[src/rtl/rr_mux_sel_arbiter.sv]
// -----------------------------------------------------------------------------
// rr_mux_sel_arbiter
//
// Four-channel round-robin arbiter that produces the 2-bit select for a
// downstream 4:1 mux (channels a, b, c, d map to sel 0..3). One channel is
// granted at a time. A hold counter bounds how many consecutive cycles a
// channel may keep the grant while other channels are waiting; a sole
// requester keeps the grant indefinitely.
//
// Parameters
//   MAX_HOLD : maximum consecutive granted cycles per channel while another
//              channel requests. Legal range 1..15.
//
// Ports
//   clk   in  1 : clock, rising edge
//   rst   in  1 : asynchronous, active-high reset
//   req   in  4 : request per channel (bit i = mux input i)
//   gnt   out 4 : registered one-hot grant, zero when idle
//   sel   out 2 : registered binary encoding of gnt, held while idle
//   valid out 1 : registered, high while any grant is active
//
// Timing: one cycle from req to gnt/sel/valid, zero-bubble handover between
// channels, sel only moves when a new non-zero grant is issued.
// -----------------------------------------------------------------------------
module rr_mux_sel_arbiter #(
    parameter int MAX_HOLD = 4
) (
    input  logic       clk,
    input  logic       rst,
    input  logic [3:0] req,
    output logic [3:0] gnt,
    output logic [1:0] sel,
    output logic       valid
);

    typedef enum logic {
        IDLE  = 1'b0,
        GRANT = 1'b1
    } state_t;

    // Last hold_cnt value before a waiting channel forces rotation.
    localparam logic [3:0] HOLD_LIM = 4'(MAX_HOLD - 1);

    state_t     state;
    logic [1:0] last;
    logic [3:0] hold_cnt;

    // Rotating priority search: first requesting channel at start,
    // start+1, start+2, start+3 (mod 4). Only used when r is non-zero.
    function automatic logic [1:0] rr_search(input logic [3:0] r,
                                             input logic [1:0] start);
        logic [1:0] idx;
        logic       hit;
        rr_search = start;
        hit       = 1'b0;
        for (int i = 0; i < 4; i++) begin
            idx = start + 2'(i);
            if (!hit && r[idx]) begin
                rr_search = idx;
                hit       = 1'b1;
            end
        end
    endfunction

    // -------------------------------------------------------------------------
    // Search candidates for the current cycle
    // -------------------------------------------------------------------------
    logic [1:0] win_idle;    // search from last+1, used when leaving IDLE
    logic [1:0] win_next;    // search from current channel+1, used on handover
    logic       others;      // some channel other than the granted one requests
    logic       own_req;     // granted channel still requests

    // NOTE: combinational logic uses blocking assignments and gives every
    // output a value on every path so no latch is inferred.
    always_comb begin
        win_idle = rr_search(req, last + 2'd1);
        win_next = rr_search(req, sel + 2'd1);
        others   = |(req & ~gnt);
        own_req  = req[sel];
    end

    // -------------------------------------------------------------------------
    // Arbitration FSM with registered outputs
    // -------------------------------------------------------------------------
    // NOTE: sequential state uses non-blocking assignments so every register
    // samples the pre-edge values regardless of statement order.
    always_ff @(posedge clk or posedge rst) begin
        if (rst) begin
            state    <= IDLE;
            gnt      <= 4'b0000;
            sel      <= 2'd0;
            valid    <= 1'b0;
            last     <= 2'd3;     // first search after reset starts at channel 0
            hold_cnt <= 4'd0;
        end else begin
            case (state)
                IDLE: begin
                    if (|req) begin
                        state    <= GRANT;
                        gnt      <= 4'b0001 << win_idle;
                        sel      <= win_idle;
                        valid    <= 1'b1;
                        last     <= win_idle;
                        hold_cnt <= 4'd0;
                    end
                end

                GRANT: begin
                    if (!own_req) begin
                        if (others) begin
                            // Owner released: hand over on the same edge.
                            gnt      <= 4'b0001 << win_next;
                            sel      <= win_next;
                            last     <= win_next;
                            hold_cnt <= 4'd0;
                        end else begin
                            // Nobody requests: drop to idle, sel keeps its value
                            // so the mux select never glitches.
                            state    <= IDLE;
                            gnt      <= 4'b0000;
                            valid    <= 1'b0;
                            hold_cnt <= 4'd0;
                        end
                    end else if (others && hold_cnt == HOLD_LIM) begin
                        // Hold budget used up while others wait: force rotation.
                        // The search from sel+1 reaches a waiting channel before
                        // wrapping back to the owner.
                        gnt      <= 4'b0001 << win_next;
                        sel      <= win_next;
                        last     <= win_next;
                        hold_cnt <= 4'd0;
                    end else if (hold_cnt != HOLD_LIM) begin
                        // Keep the grant; the counter saturates so a long sole
                        // requester rotates at once when a competitor appears.
                        hold_cnt <= hold_cnt + 4'd1;
                    end
                end

                default: begin
                    state <= IDLE;
                    gnt   <= 4'b0000;
                    valid <= 1'b0;
                end
            endcase
        end
    end

    // -------------------------------------------------------------------------
    // Embedded grant-legality checks (inactive while rst is high)
    // -------------------------------------------------------------------------
    a_onehot0: assert property (@(posedge clk) disable iff (rst) $onehot0(gnt))
        else $error("%0t rr_mux_sel_arbiter: gnt %b is not one-hot or zero", $time, gnt);

    a_valid_any: assert property (@(posedge clk) disable iff (rst) valid == (|gnt))
        else $error("%0t rr_mux_sel_arbiter: valid %b disagrees with gnt %b", $time, valid, gnt);

    a_sel_match: assert property (@(posedge clk) disable iff (rst) valid |-> gnt[sel])
        else $error("%0t rr_mux_sel_arbiter: sel %0d does not match gnt %b", $time, sel, gnt);

    // Checker history: the grant and request seen on the previous edge.
    // gnt observed at edge t was decided from chk_req_q (req at edge t-1).
    logic [3:0] chk_gnt_q;
    logic [3:0] chk_req_q;
    logic [4:0] chk_run;    // edges on which the same channel was kept while others waited
    logic       chk_kept;

    always_comb begin
        chk_kept = (|gnt) && (gnt == chk_gnt_q) && (|(chk_req_q & ~chk_gnt_q));
    end

    always_ff @(posedge clk or posedge rst) begin
        if (rst) begin
            chk_gnt_q <= 4'b0000;
            chk_req_q <= 4'b0000;
            chk_run   <= 5'd0;
        end else begin
            chk_gnt_q <= gnt;
            chk_req_q <= req;
            chk_run   <= chk_kept ? chk_run + 5'd1 : 5'd0;

            // Any active grant must be backed by a request on the deciding edge.
            a_req_backed: assert ((gnt & ~chk_req_q) == 4'b0000)
                else $error("%0t rr_mux_sel_arbiter: gnt %b issued without req %b",
                            $time, gnt, chk_req_q);

            // MAX_HOLD granted cycles means at most MAX_HOLD-1 kept edges.
            if (chk_kept) begin
                a_max_hold: assert (chk_run < 5'(MAX_HOLD - 1))
                    else $error("%0t rr_mux_sel_arbiter: gnt %b held beyond %0d cycles while others waited",
                                $time, gnt, MAX_HOLD);
            end
        end
    end

endmodule

[config.mk]
export PLATFORM = sky130hd
export DESIGN_NAME = rr_mux_sel_arbiter
export DESIGN_NICKNAME = d
export VERILOG_FILES = /design/src/rtl/rr_mux_sel_arbiter.sv
export SDC_FILE = /design/constraint.sdc
export NUM_CORES = 1
export LEC_CHECK = 0
export CORE_UTILIZATION = 30
export CTS_BUF_LIST = sky130_fd_sc_hd__clkbuf_2
export DETAILED_ROUTE_END_ITERATION = 7
export SYNTH_ARGS = -nofsm -noshare
export SYNTH_HDL_FRONTEND = slang
export SYNTH_SLANG_ARGS = --single-unit
[constraint.sdc]
create_clock -name clk -period 1.79 [get_ports clk]
set_clock_uncertainty 0.15 [all_clocks]
set_input_delay 0.358 -clock clk [delete_from_list [all_inputs] [get_ports clk]]
set_output_delay 0.358 -clock clk [all_outputs]
set_load 0.02 [all_outputs]
==> impl_metrics.env, run 1 <==
export IMPL_p_sw_mw=1.04
export IMPL_grt_pass1_wl_um=4370
export IMPL_io_buffers=12
export IMPL_numClockSinks=14
export IMPL_netlist_area_mm2=0.00104
export IMPL_synth_top_family_by_area="compound AO/OA/AOI/OAI gates"
export IMPL_clock_power_share_pct=6.2
export IMPL_initialDrtViolationCount=44
export IMPL_period_needed_ns=1.89
export IMPL_overflow=0
export IMPL_ir_drop_mv=0.480
export IMPL_synth_area_mux_share_pct=6.00
export IMPL_routedWlPerCell_um=13.7
export IMPL_reg2reg_from="sel[1]"
export IMPL_start_util_pct=31.3
export IMPL_report_final_hold_viol_count=0
export IMPL_yosysUniqueCellTypes=47
export IMPL_fin_nets=164
export IMPL_seq_area_frac_synth_pct=33.8
export IMPL_swShare_pct=42.9
export IMPL_drive_gt1_share_pct=44.9
export IMPL_synthCells=114
export IMPL_synth_xor_area_share_pct=0.839
export IMPL_cts_tree="built"
export IMPL_cap_violations=0
export IMPL_antenna_found_initial=0
export IMPL_p_int_mw=1.38
export IMPL_die_x_um=61.0
export IMPL_synth_seq_cells=14
export IMPL_power_density_mw_per_mm2=1560
export IMPL_postSynthAreaPerCell_um2=9.15
export IMPL_clk_pin_slew_ns=0.14
export IMPL_cts_path_max_buffers=2
export IMPL_holdWs_ns=0.141
export IMPL_drt_wl_total_um=2770
export IMPL_cp_end_kind="flop"
export IMPL_dp_hpwl_um=2040
export IMPL_vias=1034
export IMPL_h_tree_depth=1
export IMPL_slew_headroom_pct=65.9
export IMPL_row_count=21
export IMPL_ctsRootBufferMaster="clkbuf_2"
export IMPL_p_total_mw=2.42
export IMPL_timing_worst_slew_pin_value_ns=0.512
export IMPL_cts_buffers=3
export IMPL_viasPerCell=5.12
export IMPL_synth_edf_count=0
export IMPL_hp_class="input port to asynchronous set/reset pin"
export IMPL_n_antenna_cell=0
export IMPL_ys_warn_count=0
export IMPL_drt_pass1_iterations=4
export IMPL_gp_congestion=0.860
export IMPL_seqPwrFrac_pct=26.5
export IMPL_synthSimpleGateAreaFrac_pct=24.7
export IMPL_grt_pass1_vias=1000
export IMPL_syn2layout_area_growth_pct=48.2
export IMPL_synth_adder_area_share_pct=1.20
export IMPL_worstSetupPathType="input port to flop"
export IMPL_ios=13
export IMPL_synthArstFlopShare_pct=100
export IMPL_pwr_share_comb_pct=67.3
export IMPL_die_h_um=61.0
export IMPL_die_area_mm2=0.00372
export IMPL_period_share_pct=105
export IMPL_required_ns=1.82
export IMPL_clk_latency_ns=0.27
export IMPL_path_max_fanout=5
export IMPL_violations="negative setup slack"
export IMPL_synth_compound_area_share_pct=27.0
export IMPL_setup_violations=8
export IMPL_status="finished, violations left"
export IMPL_grt_max_degree=16
export IMPL_ys_flop_type="dfrtp_1"
export IMPL_final_antenna_net_count=0
export IMPL_rsz0062_at_grt="yes"
export IMPL_core_area_mm2=0.00334
export IMPL_leakage_nw=0.701
export IMPL_startpoint="req[3]"
export IMPL_crit_path_start_kind="input port"
export IMPL_worst_slack_ns=-0.0966
export IMPL_ctsHoldBuffers=0
export IMPL_synth_fp_nets=121
export IMPL_slew_viol_final=0
export IMPL_cp_arrival_ns=1.91
export IMPL_grt_use_total_pct=16.2
export IMPL_drc=0
export IMPL_fmax_mhz=530
worst max-delay path, cell delays in order:
cell           delay [ns]
dlygate4sd2_1        0.29
nor2b_1              0.17
or4_4                0.53
a31o_4               0.27
mux2_4               0.29
cells in the final DEF (no fill, tap or decap), types with 3 or more instances in the layout:
master and n:
dfrtp_1 10, a21oi_1 3, inv_1 4, nand3_1 5, nor2_1 8, nor2b_1 5
dlygate4sd2_1 10, buf_6 4, clkbuf_2 3, nand2_1 5, a31oi_1 3, o21ai_0 6
nand2b_1 4, buf_4 30
cell families (layout without fill, tap and decap cells):
group	count (synthesis)	after routing
xor gates and xnor gates	1	1
DFF	14	14
muxes	4	4
adders and majority gates	1	1
buffers and inverters	12	54
and+or+nand+nor	45	45
AOI/OAI and AO/OA	37	37
power by group through the flow:
stage | logic (mW) | registers (mW) | clock network [mW]
floorplan | 0.900 | 0.670 | 0
global placement | 1.47 | 0.647 | 0
detailed placement | 1.49 | 0.638 | 0
CTS | 1.59 | 0.637 | 0.159
global route | 1.78 | 0.665 | 0.174
finish | 1.63 | 0.640 | 0.150
layer usage:
layer | track usage, % | wire [um] | part of all wire, %
met5 | 0 | 0 | 0
met3 | 1.28 | 81 | 2.9
met1 | 20.2 | 1210 | 44
met4 | 6.49 | 23 | 0.83
met2 | 28.7 | 1450 | 52
what timing repair did:
action	in CTS	in global routing
gates cloned	0	0
setup buffers	2	1
pin swaps	9	5
resized for setup	29	5
setup endpoints to repair	20	13
path summary, 6_finish.rpt:
check,endpoint,slack (ns),cells after the start
setup / recovery,sel[0],-0.1,5
hold / removal,valid,0.14,2
setup reg to reg,gnt[1],-0.08,6
hold reg to reg,valid,0.40,2
max in group asynchronous,gnt[1],0.95,3
min in group clk,valid,0.40,2
per-stage QoR:
stage | util (%) | setup TNS [ns] | instances | instance area [um^2] | setup WS (ns)
global route | 46.3 | -1.11 | 202 | 1550 | -0.165
global placement | 42.2 | -7.17 | 195 | 1410 | -0.591
floorplan | - | -1.31 | 114 | 1070 | -0.256
finish | 46.3 | -0.514 | 202 | 1550 | -0.0966
detailed placement | 42.2 | -7.71 | 195 | 1410 | -0.635
CTS | 45.5 | -0.374 | 201 | 1520 | -0.101
cells in the mapped netlist (2+ instances only):
cell      instances  area share [%]
buf_2             3             1.4
buf_6             2             2.2
dfstp_2           2             5.0
o21ba_2           2             1.9
o31ai_1           3             2.2
clkbuf_1          2            0.72
a21o_1            2             1.4
nor2b_1           5             3.0
o21ai_0           6             2.9
dfrtp_1          12              29
a21oi_1           3             1.4
mux2_4            2             2.9
a211o_1           2             1.7
nand2b_1          4             2.4
nand3_1           5             2.4
inv_1             4             1.4
nor3_1            3             1.4
nand2_1           7             2.5
nor2_1            9             3.2
a211oi_1          2             1.4
or3_1             2             1.2
nor2b_4           2             2.6
o21ai_1           3             1.4
a31oi_1           4             2.4
area by class of cell:
type                       count  area, um^2
tap                           46        57.6
multi-input combinational     88         719
sequential                    14         355
clock buffer                   3        15.0
timing repair buffer          46         380
fill                         349        1790
clock inverter                 1        3.75
inverter                       4        15.0
sequential cells by signal, indices dropped and copies added (netlist names):
name / cells
valid: 1
hold_cnt: 4
sel: 2
last: 2
gnt: 4
state: 1
Note: power is estimated with default switching activity, not from simulation.
==> run 2: changes to the inputs <==
CORE_ASPECT_RATIO = 0.8   (was not set)
MAX_ROUTING_LAYER = met4   (was not set)
==> impl_metrics.env, run 2 (synthesis gave the netlist of run 1 again) <==
export IMPL_vias=1027
export IMPL_pwr_share_comb_pct=66.6
export IMPL_antenna_found_initial=0
export IMPL_ctsHoldBuffers=0
export IMPL_p_total_mw=2.42
export IMPL_drive_gt1_share_pct=44.1
export IMPL_swShare_pct=44.2
export IMPL_seqPwrFrac_pct=27.1
export IMPL_gp_congestion=0.836
export IMPL_drt_pass1_iterations=4
export IMPL_fmax_mhz=527
export IMPL_hp_class="input port to asynchronous set/reset pin"
export IMPL_dp_hpwl_um=2150
export IMPL_fin_nets=160
export IMPL_fin_util_pct=46.9
export IMPL_final_antenna_net_count=0
export IMPL_io_buffers=12
export IMPL_cts_tree="built"
export IMPL_start_util_pct=32.6
export IMPL_h_tree_depth=1
export IMPL_crit_buf_inv=0
export IMPL_power_density_mw_per_mm2=1610
export IMPL_cap_violations=0
export IMPL_cp_cell_sequence="nor2b_4, or4_4, a31o_4, mux2_4"
export IMPL_grt_use_total_pct=17.5
export IMPL_p_int_mw=1.35
export IMPL_ir_drop_mv=0.751
export IMPL_die_x_um=67.9
export IMPL_setup_violations=6
export IMPL_viasPerCell=5.35
export IMPL_ctsRootBufferMaster="clkbuf_2"
export IMPL_worstSetupPathType="flop to flop"
export IMPL_crit_path_start_kind="flop"
export IMPL_cp_slowest_cell="or4_4"
export IMPL_drc=0
export IMPL_routedWlPerCell_um=15.2
export IMPL_slew_headroom_pct=61.5
export IMPL_clock_power_share_pct=6.2
export IMPL_n_antenna_cell=0
export IMPL_violations="negative setup slack"
export IMPL_required_ns=1.81
export IMPL_grt_max_degree=16
export IMPL_layout_common_cells="buf_4, dfrtp_1, nor2_1, dlygate4sd2_1"
export IMPL_leakage_nw=0.674
export IMPL_p_sw_mw=1.07
export IMPL_path_max_fanout=5
export IMPL_overflow=0
export IMPL_drt_wl_total_um=2920
export IMPL_syn2layout_area_growth_pct=43.9
export IMPL_die_h_um=54.8
export IMPL_core_area_mm2=0.00320
export IMPL_period_share_pct=106
export IMPL_crit_family="simple AND/OR/NAND/NOR gates"
export IMPL_initialDrtViolationCount=17
export IMPL_clk_pin_slew_ns=0.14
export IMPL_reg2reg_from="gnt[1]"
export IMPL_grt_pass1_wl_um=4630
export IMPL_die_area_mm2=0.00372
export IMPL_timing_worst_slew_pin_value_ns=0.578
export IMPL_status="finished, violations left"
export IMPL_numClockSinks=14
export IMPL_cp_arrival_ns=1.92
export IMPL_report_final_hold_viol_count=0
export IMPL_startpoint="gnt[1]"
export IMPL_layout_commonest_cell="buf_4"
export IMPL_period_needed_ns=1.90
export IMPL_cpPeakStageDelay_ns=0.59
export IMPL_rsz0062_at_grt="yes"
export IMPL_row_count=18
export IMPL_cp_end_kind="flop"
export IMPL_dp_cells=184
export IMPL_worst_slack_ns=-0.107
export IMPL_cts_buffers=3
export IMPL_cts_path_max_buffers=2
export IMPL_grt_pass1_vias=1022
export IMPL_largest_registers="gnt: 4 flops, hold_cnt: 4 flops"
export IMPL_instances_no_fill=192
export IMPL_ios=13
export IMPL_clk_latency_ns=0.28
export IMPL_slew_viol_final=0
==> run 2: cell count changes in the layout (fill, tap and decap cells not counted), sizes merged <==
cell | previous run | this run
dlygate4sd2 | 10 | 7
dlymetal6s2s | 1 | 0
clkbuf | 3 | 4
buf | 34 | 30
clkdlybuf4s15 | 0 | 3
==> run 2: metal layers <==
| layer | global-route usage, % | vias up | wire (um) |
|---|---|---|---|
| met5 | - | - | 0 |
| met4 | 2.78 | 0 | 21 |
| met3 | 4.58 | 2 | 126 |
| met2 | 26.8 | 27 | 1350 |
| met1 | 23.5 | 500 | 1420 |
| li1 | - | 498 | - |
==> run 2: power by group through the flow <==
stage                     logic, mW  clock network, mW  registers (mW)
after floorplan               0.900                  0           0.670
after CTS                      1.54              0.159           0.653
final                          1.61              0.151           0.657
after detailed placement       1.50                  0           0.645
after global routing           1.74              0.174           0.680
after global placement         1.47                  0           0.638
==> run 2: stage by stage <==
stage	setup slack, ns	setup TNS (ns)	cell area, um^2	hold WS, ns
detailed placement	-0.757	-8.84	1360	0.381
global placement	-0.675	-8.23	1360	0.382
CTS	-0.102	-0.322	1470	0.125
finish	-0.107	-0.308	1500	0.140
global route	-0.130	-0.978	1500	0.144
floorplan	-0.256	-1.31	1070	0.0957
==> run 2: cell type report <==
cell class	count	area, um^2
clock buffer	3	15.0
clock inverter	1	3.75
fill	301	1700
inverter	4	15.0
multi-input combinational	88	711
sequential	14	355
tap	40	50.0
timing repair buffer	42	352
==> run 2: final timing paths <==
kind	slack, ns	cells past startpoint	to
max	-0.11	4	sel[0]
min reg2reg	0.41	2	valid
min	0.14	2	valid
max in group asynchronous	0.95	3	hold_cnt[2]
max reg2reg	-0.11	4	sel[0]
min in group clk	0.41	2	valid
==> run 2: timing repair <==
item,4_1_cts,5_1_grt
hold endpoints to repair,0,0
setup endpoints to repair,21,12
buffers inserted,2,2
gates resized for setup,34,7
pin swaps,7,7
==> run 2: worst reg2reg max path, delay by kind of cell, from the launching register on <==
family           cells  cell delay, ns
AO/OA/AOI/OAI        1            0.28
flip-flops           1            0.42
multiplexers         1            0.29
AND/OR/NAND/NOR      2            0.65
==> run 3: changes to the inputs <==
DONT_BUFFER_PORTS = 1   (was not set)
==> impl_metrics.env, run 3 (synthesis gave the netlist of run 1 again) <==
export IMPL_place_area_mm2=0.00122
export IMPL_drt_wl_total_um=2570
export IMPL_fmax_mhz=524
export IMPL_ir_drop_mv=0.666
export IMPL_rsz0062_at_grt="yes"
export IMPL_fin_nets=145
export IMPL_cap_violations=0
export IMPL_final_antenna_net_count=0
export IMPL_violations="negative setup slack"
export IMPL_cts_buffers=3
export IMPL_path_max_fanout=5
export IMPL_initialDrtViolationCount=65
export IMPL_clk_pin_slew_ns=0.16
export IMPL_h_tree_depth=1
export IMPL_grt_pass1_vias=842
export IMPL_required_ns=1.82
export IMPL_p_total_mw=2.41
export IMPL_drt_pass1_iterations=4
export IMPL_grt_max_degree=15
export IMPL_crit_family="simple AND/OR/NAND/NOR gates"
export IMPL_die_area_mm2=0.00372
export IMPL_die_h_um=54.8
export IMPL_cts_tree="built"
export IMPL_routedWlPerCell_um=14.5
export IMPL_antenna_found_initial=0
export IMPL_numClockSinks=14
export IMPL_p_sw_mw=1.05
export IMPL_swShare_pct=43.8
export IMPL_viasPerCell=5.32
export IMPL_row_count=18
export IMPL_layout_common_cells="buf_4, dfrtp_1, nor2_1"
export IMPL_syn2layout_area_growth_pct=30.8
export IMPL_clock_power_share_pct=7.1
export IMPL_ios=13
export IMPL_overflow=0
export IMPL_worstSetupPathType="flop to flop"
export IMPL_die_x_um=67.9
export IMPL_slew_viol_final=0
export IMPL_cts_path_max_buffers=2
export IMPL_fin_area_mm2=0.00137
export IMPL_ctsRootBufferMaster="clkbuf_2"
export IMPL_drc=0
export IMPL_ff_latch_area_um2=354
export IMPL_largest_registers="gnt: 4 flops, hold_cnt: 4 flops"
export IMPL_start_util_pct=32.6
export IMPL_leakage_nw=0.607
export IMPL_slew_headroom_pct=62.7
export IMPL_hp_class="input port to flop"
export IMPL_cpPeakStageDelay_ns=0.58
export IMPL_grt_pass1_wl_um=4140
export IMPL_drive_gt1_share_pct=44.5
export IMPL_fin_util_pct=42.7
export IMPL_clk_latency_ns=0.30
export IMPL_power_density_mw_per_mm2=1760
export IMPL_layout_commonest_cell="buf_4"
export IMPL_worst_slack_ns=-0.119
export IMPL_grt_use_total_pct=15.9
export IMPL_status="finished, violations left"
export IMPL_cp_cell_sequence="nor2b_4, or4_4, a31o_4, mux2_4"
export IMPL_nFillCells=307
export IMPL_cp_end_kind="flop"
export IMPL_seqPwrFrac_pct=26.7
export IMPL_p_int_mw=1.35
export IMPL_post_place_ws_ns=-0.106
export IMPL_dp_hpwl_um=1920
export IMPL_pwr_share_comb_pct=66.2
export IMPL_multi_input_area_um2=702
export IMPL_report_final_hold_viol_count=0
export IMPL_core_area_mm2=0.00320
export IMPL_vias=941
export IMPL_cp_slowest_cell="or4_4"
export IMPL_holdWs_ns=0.195
export IMPL_period_needed_ns=1.91
export IMPL_crit_path_start_kind="flop"
export IMPL_timing_worst_slew_pin_value_ns=0.559
export IMPL_n_antenna_cell=0
export IMPL_setup_violations=12
export IMPL_cp_arrival_ns=1.94
export IMPL_io_buffers=0
export IMPL_gp_congestion=0.831
export IMPL_period_share_pct=107
export IMPL_crit_buf_inv=0
## run 3: worst paths after layout
check                         from  slack, ns  cells after the start          end
hold / removal              req[2]       0.19                      3       gnt[1]
hold reg to reg            last[1]       0.38                      2      last[1]
setup / recovery            gnt[1]      -0.12                      4       sel[0]
setup reg to reg            gnt[1]      -0.12                      4       sel[0]
min in group asynchronous      rst       0.36                      2  hold_cnt[2]
max in group asynchronous      rst       0.70                      2       sel[1]
## run 3: tightest hold or removal path: stages
cell	delay (ns)
a211oi_1	0.03
o21ai_0	0.15
a31oi_1	0.09
## run 3: metrics by stage
stage                     TNS (ns)  instances
after floorplan              -1.31        114
after global placement      -0.472        169
after detailed placement    -0.636        169
after CTS                   -0.489        174
after global routing         -1.50        177
final                       -0.633        177
## run 3: layout make-up
| type | instances | share of cell area, % |
|---|---|---|
| Multi-Input combinational cell | 88 | 51.4 |
| Sequential cell | 14 | 25.9 |
| Clock buffer | 4 | 1.47 |
| Timing Repair Buffer | 27 | 16.4 |
| Tap cell | 40 | 3.67 |
| Inverter | 4 | 1.10 |
## run 3: power groups by stage
stage / logic [mW] / clock network, mW / registers (mW)
2_1_floorplan: 0.900 / 0 / 0.670
3_3_place_gp: 1.34 / 0 / 0.643
3_5_place_dp: 1.36 / 0 / 0.644
4_1_cts: 1.46 / 0.172 / 0.643
5_1_grt: 1.73 / 0.191 / 0.666
6_report: 1.59 / 0.172 / 0.643
## run 3: routing by layer
layer  global-route usage (%)  wire [um]  up-vias
li1                         -          -      467
met1                     20.9       1180      433
met2                     23.5       1170       39
met3                     5.63        213        2
met4                     3.13          7        0
met5                        -          0        -
## run 3: repair_timing
item	in CTS	in global routing
buffers inserted	0	3
hold buffers	1	0
resized for setup	13	11
pin swaps	3	5
cloned	0	0
endpoints found under the setup margin	12	13
endpoints found under the hold margin	12	0
